<file path="src/rtl/mem_arbiter_pkg.sv">
// Shared types and sizing for the main-memory arbiter between icache and dcache.
// Holds the memory bus widths, request type, FSM state and grant encodings.
package mem_arbiter_pkg;

    localparam int unsigned MEM_ADDR_BUS         = 12;
    localparam int unsigned MEM_DATA_BUS         = 128;
    localparam int unsigned MEM_TRANSFERS_PER_CL = 4;

    typedef enum logic {
        DMEM_READ  = 1'b0,
        DMEM_WRITE = 1'b1
    } dmem_rtype_t;

    typedef enum logic [1:0] {
        ARB_IDLE  = 2'd0,
        ARB_IC_RD = 2'd1,
        ARB_DC_RD = 2'd2,
        ARB_DC_WR = 2'd3
    } mem_arb_state_t;

    typedef enum logic {
        GNT_IC = 1'b0,
        GNT_DC = 1'b1
    } mem_arb_grant_t;

    function automatic bit is_pow2(input int unsigned v);
        return (v != 0) && ((v & (v - 1)) == 0);
    endfunction

endpackage

</file>
<file path="src/rtl/mem_arbiter.sv">
// Grants the shared memory port to icache or dcache for a full cache-line burst,
// issues the beat requests and steers read beats back to the granted requester.
module mem_arbiter
    import mem_arbiter_pkg::*;
#(
    parameter int unsigned AW    = MEM_ADDR_BUS,
    parameter int unsigned DW    = MEM_DATA_BUS,
    parameter int unsigned BEATS = MEM_TRANSFERS_PER_CL
) (
    input  logic              clk,
    input  logic              rst_n,
    input  logic              ic_req_valid,
    output logic              ic_req_ready,
    input  logic [AW-1:0]     ic_req_addr,
    output logic              ic_rsp_valid,
    output logic              ic_rsp_last,
    input  logic              dc_req_valid,
    output logic              dc_req_ready,
    input  logic [AW-1:0]     dc_req_addr,
    input  dmem_rtype_t       dc_req_rtype,
    input  logic              dc_wdata_valid,
    output logic              dc_wdata_ready,
    input  logic [DW-1:0]     dc_wdata,
    output logic              dc_rsp_valid,
    output logic              dc_rsp_last,
    output logic [DW-1:0]     rsp_data,
    output logic              mem_req_valid,
    input  logic              mem_req_ready,
    output logic [AW-1:0]     mem_req_addr,
    output logic              mem_req_we,
    output logic [DW-1:0]     mem_wdata,
    input  logic              mem_rsp_valid,
    input  logic [DW-1:0]     mem_rsp_data
);

    localparam int unsigned LB = $clog2(BEATS);
    localparam int unsigned CW = LB + 1;
    localparam int unsigned BW = AW - LB;
    localparam logic [CW-1:0] CNT_FULL = CW'(BEATS);
    localparam logic [CW-1:0] CNT_LAST = CW'(BEATS - 1);

    generate
        if (!is_pow2(BEATS) || (BEATS < 2)) begin : g_bad_beats
            $error("mem_arbiter: BEATS must be a power of two and at least 2");
        end
    endgenerate

    mem_arb_state_t state_q, state_d;
    mem_arb_grant_t last_q, last_d;
    logic [CW-1:0]  issue_q, issue_d;
    logic [CW-1:0]  resp_q, resp_d;
    logic [BW-1:0]  base_q, base_d;

    logic           gnt_ic;
    logic           gnt_dc;
    logic           issuing;
    logic           resp_open;
    logic [AW-1:0]  beat_addr;
    logic           unused_addr_bits;

    // Line base comes from the captured request; the beat index fills the low bits.
    assign unused_addr_bits = ^{ic_req_addr[LB-1:0], dc_req_addr[LB-1:0]};

    // Round-robin: on a tie the requester that was not served last wins.
    assign gnt_ic    = ic_req_valid && (!dc_req_valid || (last_q == GNT_DC));
    assign gnt_dc    = dc_req_valid && !gnt_ic;
    assign issuing   = issue_q < CNT_FULL;
    assign resp_open = resp_q < CNT_FULL;
    assign beat_addr = {base_q, issue_q[LB-1:0]};

    assign rsp_data  = mem_rsp_data;
    assign mem_wdata = dc_wdata;

    always_ff @(posedge clk or negedge rst_n) begin
        if (!rst_n) begin
            state_q <= ARB_IDLE;
            last_q  <= GNT_DC;
            issue_q <= '0;
            resp_q  <= '0;
            base_q  <= '0;
        end else begin
            state_q <= state_d;
            last_q  <= last_d;
            issue_q <= issue_d;
            resp_q  <= resp_d;
            base_q  <= base_d;
        end
    end

    always_comb begin
        state_d        = state_q;
        last_d         = last_q;
        issue_d        = issue_q;
        resp_d         = resp_q;
        base_d         = base_q;
        ic_req_ready   = 1'b0;
        dc_req_ready   = 1'b0;
        ic_rsp_valid   = 1'b0;
        ic_rsp_last    = 1'b0;
        dc_rsp_valid   = 1'b0;
        dc_rsp_last    = 1'b0;
        dc_wdata_ready = 1'b0;
        mem_req_valid  = 1'b0;
        mem_req_addr   = '0;
        mem_req_we     = 1'b0;

        unique case (state_q)
            ARB_IDLE: begin
                issue_d = '0;
                resp_d  = '0;
                if (gnt_ic) begin
                    ic_req_ready = 1'b1;
                    base_d       = ic_req_addr[AW-1:LB];
                    last_d       = GNT_IC;
                    state_d      = ARB_IC_RD;
                end else if (gnt_dc) begin
                    dc_req_ready = 1'b1;
                    base_d       = dc_req_addr[AW-1:LB];
                    last_d       = GNT_DC;
                    state_d      = (dc_req_rtype == DMEM_WRITE) ? ARB_DC_WR : ARB_DC_RD;
                end
            end

            // Beats are issued back to back; responses are counted independently.
            ARB_IC_RD, ARB_DC_RD: begin
                mem_req_valid = issuing;
                mem_req_addr  = beat_addr;
                if (issuing && mem_req_ready) begin
                    issue_d = issue_q + CW'(1);
                end
                if (mem_rsp_valid && resp_open) begin
                    resp_d = resp_q + CW'(1);
                    if (state_q == ARB_IC_RD) begin
                        ic_rsp_valid = 1'b1;
                        ic_rsp_last  = (resp_q == CNT_LAST);
                    end else begin
                        dc_rsp_valid = 1'b1;
                        dc_rsp_last  = (resp_q == CNT_LAST);
                    end
                    if (resp_q == CNT_LAST) begin
                        state_d = ARB_IDLE;
                    end
                end
            end

            ARB_DC_WR: begin
                mem_req_valid  = dc_wdata_valid && issuing;
                mem_req_addr   = beat_addr;
                mem_req_we     = 1'b1;
                dc_wdata_ready = mem_req_ready && issuing;
                if (dc_wdata_valid && mem_req_ready && issuing) begin
                    issue_d = issue_q + CW'(1);
                    if (issue_q == CNT_LAST) begin
                        state_d = ARB_IDLE;
                    end
                end
            end

            default: state_d = ARB_IDLE;
        endcase
    end

    // A read beat with no open read burst is a memory-side protocol error; it is dropped.
    a_rsp_expected: assert property (@(posedge clk) disable iff (!rst_n)
        mem_rsp_valid |-> (((state_q == ARB_IC_RD) || (state_q == ARB_DC_RD)) && resp_open))
        else $warning("mem_arbiter: read beat outside an open read burst dropped");

endmodule

</file>
<file path="config.mk">
export PLATFORM = sky130hd
export DESIGN_NAME = mem_arbiter
export DESIGN_NICKNAME = d
export VERILOG_FILES = /design/src/rtl/mem_arbiter_pkg.sv /design/src/rtl/mem_arbiter.sv
export SDC_FILE = /design/constraint.sdc
export NUM_CORES = 1
export LEC_CHECK = 0
export CAP_MARGIN = 10
export CORE_AREA = 2 2 217 219
export CTS_BUF_LIST = sky130_fd_sc_hd__clkbuf_4 sky130_fd_sc_hd__clkbuf_8
export CTS_CLUSTER_DIAMETER = 150
export DETAILED_ROUTE_END_ITERATION = 7
export DIE_AREA = 0 0 219 221
export PLACE_DENSITY = 0.38
export SYNTH_ARGS = -nofsm -noshare
export SYNTH_HDL_FRONTEND = slang
export SYNTH_SLANG_ARGS = --single-unit
</file>
<file path="constraint.sdc">
create_clock -name clk -period 1.6 [get_ports clk]
set_input_delay 0.48 -clock clk [delete_from_list [all_inputs] [get_ports clk]]
set_output_delay 0.48 -clock clk [all_outputs]
set_load 0.01 [all_outputs]
</file>
==> impl_results.md, run 1 <==
- Startpoint types: flip-flop
- Crit path buffers/inverters: 4
- Synth Cell Area: between 0.003 and 0.004 mm2
- Failing checks: setup timing
- Worst-path fanout max: 4
- Post-Synth Adder-Cell Area: between 3 and 4%
- Max clock buf depth: 2
- Final min period: 1.98 ns
- Initial drt markers: 35
- Crit. Startpoint: state_q[0]
- WL per Instance: approximately 15 um
- Syn nets: around 670
- Gpl congestion: ~0.66
- Period utilisation layout: 124%
- Reg2Reg Depth: 7
- Post-DP HPWL: ~9800 um
- Area grow syn2layout: -1.94%
- Unique masters post-synth: 33
- WP data required: approximately 1.1 ns
- Largest net degree at the start of global routing: 14
- H-tree levels: 1
- Met2 track demand over resource: under 10%
- Crit end category: output pin
- Num rows: between 70 and 80
- #FFs+latches synth: 19
- Final Hold Viols: 0
- Clock sinks: 19
- Post-layout util: 6.72%
- Outcome: complete, but fails checks
- Met3 usage: 4.08%
- Chip Height: around 220 um
- Area of the die: 0.0484 mm2
- Total number of vias: around 1600
- CP cell instances: inv_2 -> ha_4 -> buf_12 -> buf_8 -> nor3_4 -> buf_2
- Routed Antenna Nets: 0
- Worst Max-Slew Pin Slew: 0.250 ns
- RSZ-0062 raised after global routing: true
- Root Driver: clkbuf_8
- Met1 Usage GRT: about 4%
- I/O pin count: between 500 and 600
- Critical path's largest stage delay: ~0.4 ns
- Post-Synth Simple-Gate Area: roughly 7.6%
- Die width: between 200 and 250 um
- Core ar.: 0.0461 mm2
- Gate Count Post-Synth: ~380
- Total wire length: 12100 um
- GRT Total Usage: 4.71%
- Clock skew: 0.0130 ns
- Vias per cell: a little under 2
- Pwr dens: roughly 1400 mW/mm2
- Worst Hold Class: input pin to async pin
- WP depth: 6
- Worst-Skew Late Latency: between 0.3 and 0.4 ns
- Worst rel slew slack: between 80% and 90%
- Initial antenna violation count: 0
- Peak VDD IR: about 0.44 mV
- Complex-gate fraction of the synthesized area: between 6 and 7%
- Crit-path leading delay family: buffers and inverters
- CP Class: flip-flop to output pin
- Initial DRT Pass Iterations: 4
- Largest family of logic cells by synthesized area: buffers and inverters
- Post-CTS Hold Fix Bufs: 0
- Final setup vio count: 26
- Final worst slack: -0.383 ns
- Ys Warns: 0
- Count of pins over their slew limit: 0
- Number of global-route vias before repair: 1667
- Diodes inserted: 0
- Worst r2r src: state_q[1]
- Design Power: approximately 4.4 mW
- Reg2Reg Setup Slack: -0.14 ns
- Global route total overflow: 0
- Setup TNS: -6.59 ns
- Layout cells sized above 1: a little over half
- GRT Max-Usage Layer: met2
- # DRC: 0
- CTS tree: done
- Worst-path clk slew: approximately 0.12 ns
- Worst setup path end: mem_req_valid
- First-pass GRT wire length: about 15000 um
- # nets final: around 500
- Register area share after synthesis: approximately 15%
- # port buffers: 48
- Initial Util: just under 7%
- Mux cell area share after synthesis: approximately 4.2%
- Max-Cap Viols: 0
- Slowest-stage cell, CP: dfrtp_1
- Peak Freq: 0.504 GHz
- Mean Syn Cell Area: about 8.4 um2
- Arrival time at the worst endpoint: about 1.5 ns
- End of the worst register-to-register path: issue_q[0]
- Num CTS Buffers: 3
- XOR/XNOR Fraction of Synth Area: less than 1%
- Pleak: 1.17 nW
-- worst min-delay path by stage --
stage	startpoint	endpoint	depth (start not counted)	slack, ns
after CTS	rst_n	issue_q[2]	2	0.09
after detailed placement	base_q[8]	base_q[8]	2	0.47
final	rst_n	issue_q[2]	2	0.12
after global routing	rst_n	issue_q[2]	2	0.12
after floorplan	rst_n	base_q[0]	0	0.18
after global placement	base_q[0]	base_q[0]	2	0.45
-- worst register-to-register path: stages (launching register included) --
cell and delay, ns:
dfrtp_1 0.41, inv_2 0.08, ha_4 0.22, buf_6 0.13, buf_6 0.11, a21boi_2 0.14
o21a_2 0.25, mux2_4 0.30
-- registers in the layout, indices dropped and copies added (netlist names) --
register	count
resp_q	3
issue_q	3
last_q	1
state_q	2
base_q	10
-- metal layers --
metal	wire [um]	part of all wire, %
met1	3430	28
met2	5010	41
met3	2460	20
met4	1210	10
met5	0	0
-- area by class of cell --
type | count | area [um2]
Timing Repair Buffer | 86 | 886
Inverter | 6 | 22.5
Clock buffer | 3 | 41.3
Tap cell | 607 | 759
Multi-Input combinational cell | 89 | 902
Fill cell | 5441 | 43000
Sequential cell | 19 | 477
Clock inverter | 1 | 7.51
-- synthesized netlist by cell type --
library cell    n  area [um2]
buf_2           1        5.00
and2_1          2        12.5
inv_1           6        22.5
dfstp_2         1        26.3
mux2_2          3        33.8
a21oi_1         2        10.0
xor2_1          1        8.76
and2b_1         4        30.0
clkbuf_1        2        7.51
buf_6           2        22.5
o21a_1          1        7.51
buf_4         256        1920
buf_8           1        15.0
a211oi_1        1        7.51
nor2b_1        10        62.6
dfrtp_1        18         450
nand3b_4        2        40.0
nor2b_2         1        8.76
mux2i_1        10         100
a22o_1          4        35.0
and2b_2         1        8.76
and3_1          2        12.5
nor2_1          4        15.0
ha_1            8         100
a21o_1          1        7.51
a221oi_4        1        26.3
a21boi_0        1        7.51
o21ai_4         1        16.3
nand2_1        12        45.0
o21ai_0        13        65.1
o31ai_1         2        15.0
o21ai_1         1        5.00
nor3_1          1        5.00
-- per-stage QoR --
stage,area (um2),cells,worst slack (ns),hold slack (ns)
detailed placement,2770,799,-0.930,0.466
CTS,2980,808,-0.446,0.0877
floorplan,3220,376,-0.0654,0.184
finish,3100,811,-0.383,0.123
global placement,2770,799,-0.916,0.453
global route,3100,811,-0.494,0.125
-- timing repair --
action	in CTS	in global routing
gates cloned	0	1
resized for setup	132	26
setup endpoints to repair	37	35
pin swaps	5	5
setup buffers	5	3
-- kinds of logic (layout without fill, tap and decap cells) --
kind of cell,after synthesis,after routing
adders and majority gates,8,8
and+or+nand+nor,39,39
muxes,13,13
DFF,19,19
buffers and inverters,268,96
xor gates and xnor gates,1,1
AOI/OAI and AO/OA,28,28
-- cell usage in the layout (no fill, tap or decap), types with 5 or more instances in the layout --
cell type        Yosys  routed
buf_2                1       6
ha_1                 8       5
clkdlybuf4s50_1      0      23
nand2_1             12       9
buf_12               0       6
o21ai_1              1       7
dfrtp_1             18      18
mux2i_1             10       9
buf_6                2      22
o21ai_0             13       5
buf_4              256      23
nor2b_4              0      10
-- power by group --
group	switching (mW)	total [mW]	internal (mW)
registers	0.158	0.859	0.701
logic	1.33	3.07	1.73
clock network	0.282	0.461	0.179
(Power assumes the default switching activity.)
==> run 2: changes to the inputs <==
CTS_BUF_LIST = sky130_fd_sc_hd__clkbuf_4   (was sky130_fd_sc_hd__clkbuf_4 sky130_fd_sc_hd__clkbuf_8)
==> impl_results.md, run 2 (synthesized netlist as in run 1, its figures left out) <==
- Outcome: complete, but fails checks (unchanged)
- Failing checks: setup timing (unchanged)
- Pre-CTS setup slack: -0.930 ns (unchanged)
- Clock sinks: 19 (unchanged)
- Peak VDD IR: 0.459 mV (was 0.442 mV)
- Post-DP HPWL: 9830 um (unchanged)
- Internal Pwr Total: 2.50 mW (was 2.61 mW)
- Max clock buf depth: 2 (unchanged)
- Slowest-stage cell, CP: dfrtp_1 (unchanged)
- Commonest non-fill, non-tap cells in the layout: 26 x clkdlybuf4s50_1, 22 x buf_4, 21 x buf_6 (was 23 x clkdlybuf4s50_1, 23 x buf_4, 22 x buf_6)
- Die width: 219 um (unchanged)
- Diodes inserted: 0 (unchanged)
- CTS tree: done (unchanged)
- Setup TNS: -9.54 ns (was -6.59 ns)
- Area grow syn2layout: -3.61% (was -1.94%)
- Crit-path leading delay family: buffers and inverters (unchanged)
- Clock Power Share: 9.2% (was 10.5%)
- Final min period: 2.12 ns (was 1.98 ns)
- Chip Height: 221 um (unchanged)
- Post-layout util: 6.61% (was 6.72%)
- # port buffers: 48 (unchanged)
- Worst-Skew Late Latency: 0.41 ns (was 0.31 ns)
- CP Class: flip-flop to output pin (unchanged)
- # DRC: 0 (unchanged)
- Peak Freq: 0.471 GHz (was 0.504 GHz)
- Pleak: 1.13 nW (was 1.17 nW)
- Clock skew: 0.0466 ns (was 0.0130 ns)
- Vias per cell: 1.96 (was 1.97)
- Critical path's largest stage delay: 0.43 ns (was 0.40 ns)
- Worst hold start: base_q[2]
- Worst rel slew slack: 83.3% (about the same)
- Design Power: 4.28 mW (was 4.39 mW)
- Gpl congestion: 0.656 (unchanged)
- Global route total overflow: 0 (unchanged)
- Total number of vias: 1584 (was 1597)
- Initial DRT Pass Iterations: 4 (unchanged)
- First-pass GRT wire length: 15000 um (was 14900 um)
- CP cell instances: inv_2 -> ha_4 -> buf_12 -> buf_8 -> nor3_4 -> buf_2 (unchanged)
- Worst Hold Class: flip-flop to flip-flop (was input pin to async pin)
- Reg2Reg Setup Slack: -0.15 ns (was -0.14 ns)
- Total wire length: 11900 um (was 12100 um)
- GRT Total Usage: 4.72% (was 4.71%)
- Routed Antenna Nets: 0 (unchanged)
- Psw: 1.78 mW (was 1.77 mW)
- # placed instances: 799 (unchanged)
- Initial Util: 6.85% (unchanged)
- Count of pins over their slew limit: 0 (unchanged)
- WP data required: 1.12 ns (about the same)
- Logic pwr share: 70.7% (was 69.9%)
- Worst Max-Slew Pin Slew: 0.249 ns (was 0.250 ns)
- Root Driver: clkbuf_4 (was clkbuf_8)
- Worst-path fanout max: 4 (unchanged)
- Sw Share: 41.5% (was 40.4%)
- Largest net degree at the start of global routing: 14 (unchanged)
- Most flop-heavy register: base_q (unchanged)
- H-tree levels: 1 (unchanged)
- Initial antenna violation count: 1 (was 0)
- Most common cell after layout, fill and taps aside: clkdlybuf4s50_1
- Final setup vio count: 27 (was 26)
- Final Hold Viols: 0 (unchanged)
- Num rows: 79 (unchanged)
- Worst r2r src: state_q[1] (unchanged)
- RSZ-0062 raised after global routing: true (unchanged)
- WHS Endpoint: base_q[2]
- Sequential power share: 20.1% (was 19.6%)
- Number of global-route vias before repair: 1668 (was 1667)
- Biggest regs: base_q x10, issue_q x3, resp_q x3 (unchanged)
- Pwr dens: 1410 mW/mm2 (was 1420 mW/mm2)
- Num CTS Buffers: 3 (unchanged)
- Crit path buffers/inverters: 4 (unchanged)
- Layout cells sized above 1: 52.0% (was 52.9%)
- Arrival time at the worst endpoint: 1.64 ns (was 1.50 ns)
- Core ar.: 0.0461 mm2 (unchanged)
- # nets final: 499 (was 501)
- Final worst slack: -0.525 ns (was -0.383 ns)
- End of the worst register-to-register path: issue_q[1] (was issue_q[0])
- WL per Instance: 14.7 um (was 14.9 um)
- Startpoint types: flip-flop (unchanged)
- Crit end category: output pin (unchanged)
- I/O pin count: 565 (unchanged)
- Period utilisation layout: 133% (was 124%)
- Max-Cap Viols: 0 (unchanged)
- Fin cells: 809 (was 811)
- Largest register FFs: 10 (unchanged)
- Hold depth: 2
- Reg2Reg Depth: 7 (unchanged)
- Fillers: 5442 (was 5441)
- Area of the die: 0.0484 mm2 (unchanged)
- Initial drt markers: 37 (was 35)
- Worst-path clk slew: 0.23 ns (was 0.12 ns)
==> run 2: routing by layer <==
layer | vias to the layer above | wire length [um] | track usage (%)
met5 | - | 0 | 0
met2 | 237 | 4760 | 6.31
li1 | 576 | - | -
met1 | 658 | 3600 | 4.13
met3 | 113 | 2370 | 4.07
met4 | 0 | 1190 | 4.93
==> run 2: stage by stage <==
| stage | cell area, um2 | hold WS [ns] |
|---|---|---|
| after detailed placement | 2770 | 0.466 |
| after CTS | 2950 | 0.495 |
| after floorplan | 3220 | 0.184 |
| after global routing | 3040 | 0.531 |
| after global placement | 2770 | 0.453 |
| final | 3040 | 0.500 |
==> run 2: cell type report <==
cell class	instances	area, um2	share of cell area [%]
clock buffers	3	22.5	0.740
clock inverters	1	7.51	0.247
inverters	6	22.5	0.740
multi-input cells	89	902	29.6
flip-flops and latches	19	477	15.7
well taps	607	759	25.0
repair buffers	84	852	28.0
==> run 2: tightest hold or removal path: stages (launching register included) <==
cell and delay [ns]:
dfrtp_1 0.37, nand2_1 0.05, o21ai_1 0.06
==> run 2: how the worst max path moves through the flow <==
stage | depth (start not counted) | slack (ns) | to | start
floorplan | 5 | -0.07 | ic_rsp_last | state_q[0]
global placement | 5 | -0.92 | ic_rsp_last | mem_rsp_valid
detailed placement | 5 | -0.93 | ic_rsp_last | mem_rsp_valid
CTS | 6 | -0.59 | mem_req_valid | state_q[0]
global route | 6 | -0.66 | mem_req_valid | state_q[0]
finish | 6 | -0.52 | mem_req_valid | state_q[0]
==> run 2: power by group through the flow <==
stage               clock network (mW)  registers (mW)  logic [mW]
floorplan                            0           0.821        1.84
global placement                     0           0.837        2.52
detailed placement                   0           0.849        2.51
CTS                              0.464           0.852        2.94
global route                     0.470           0.889        3.31
finish                           0.393           0.860        3.03
==> run 2: what timing repair did <==
action,4_1_cts,5_1_grt
pin swaps,5,4
buffers inserted,4,2
hold endpoints to repair,11,0
hold buffers,1,0
endpoints found under the setup margin,29,32
resized for setup,126,30
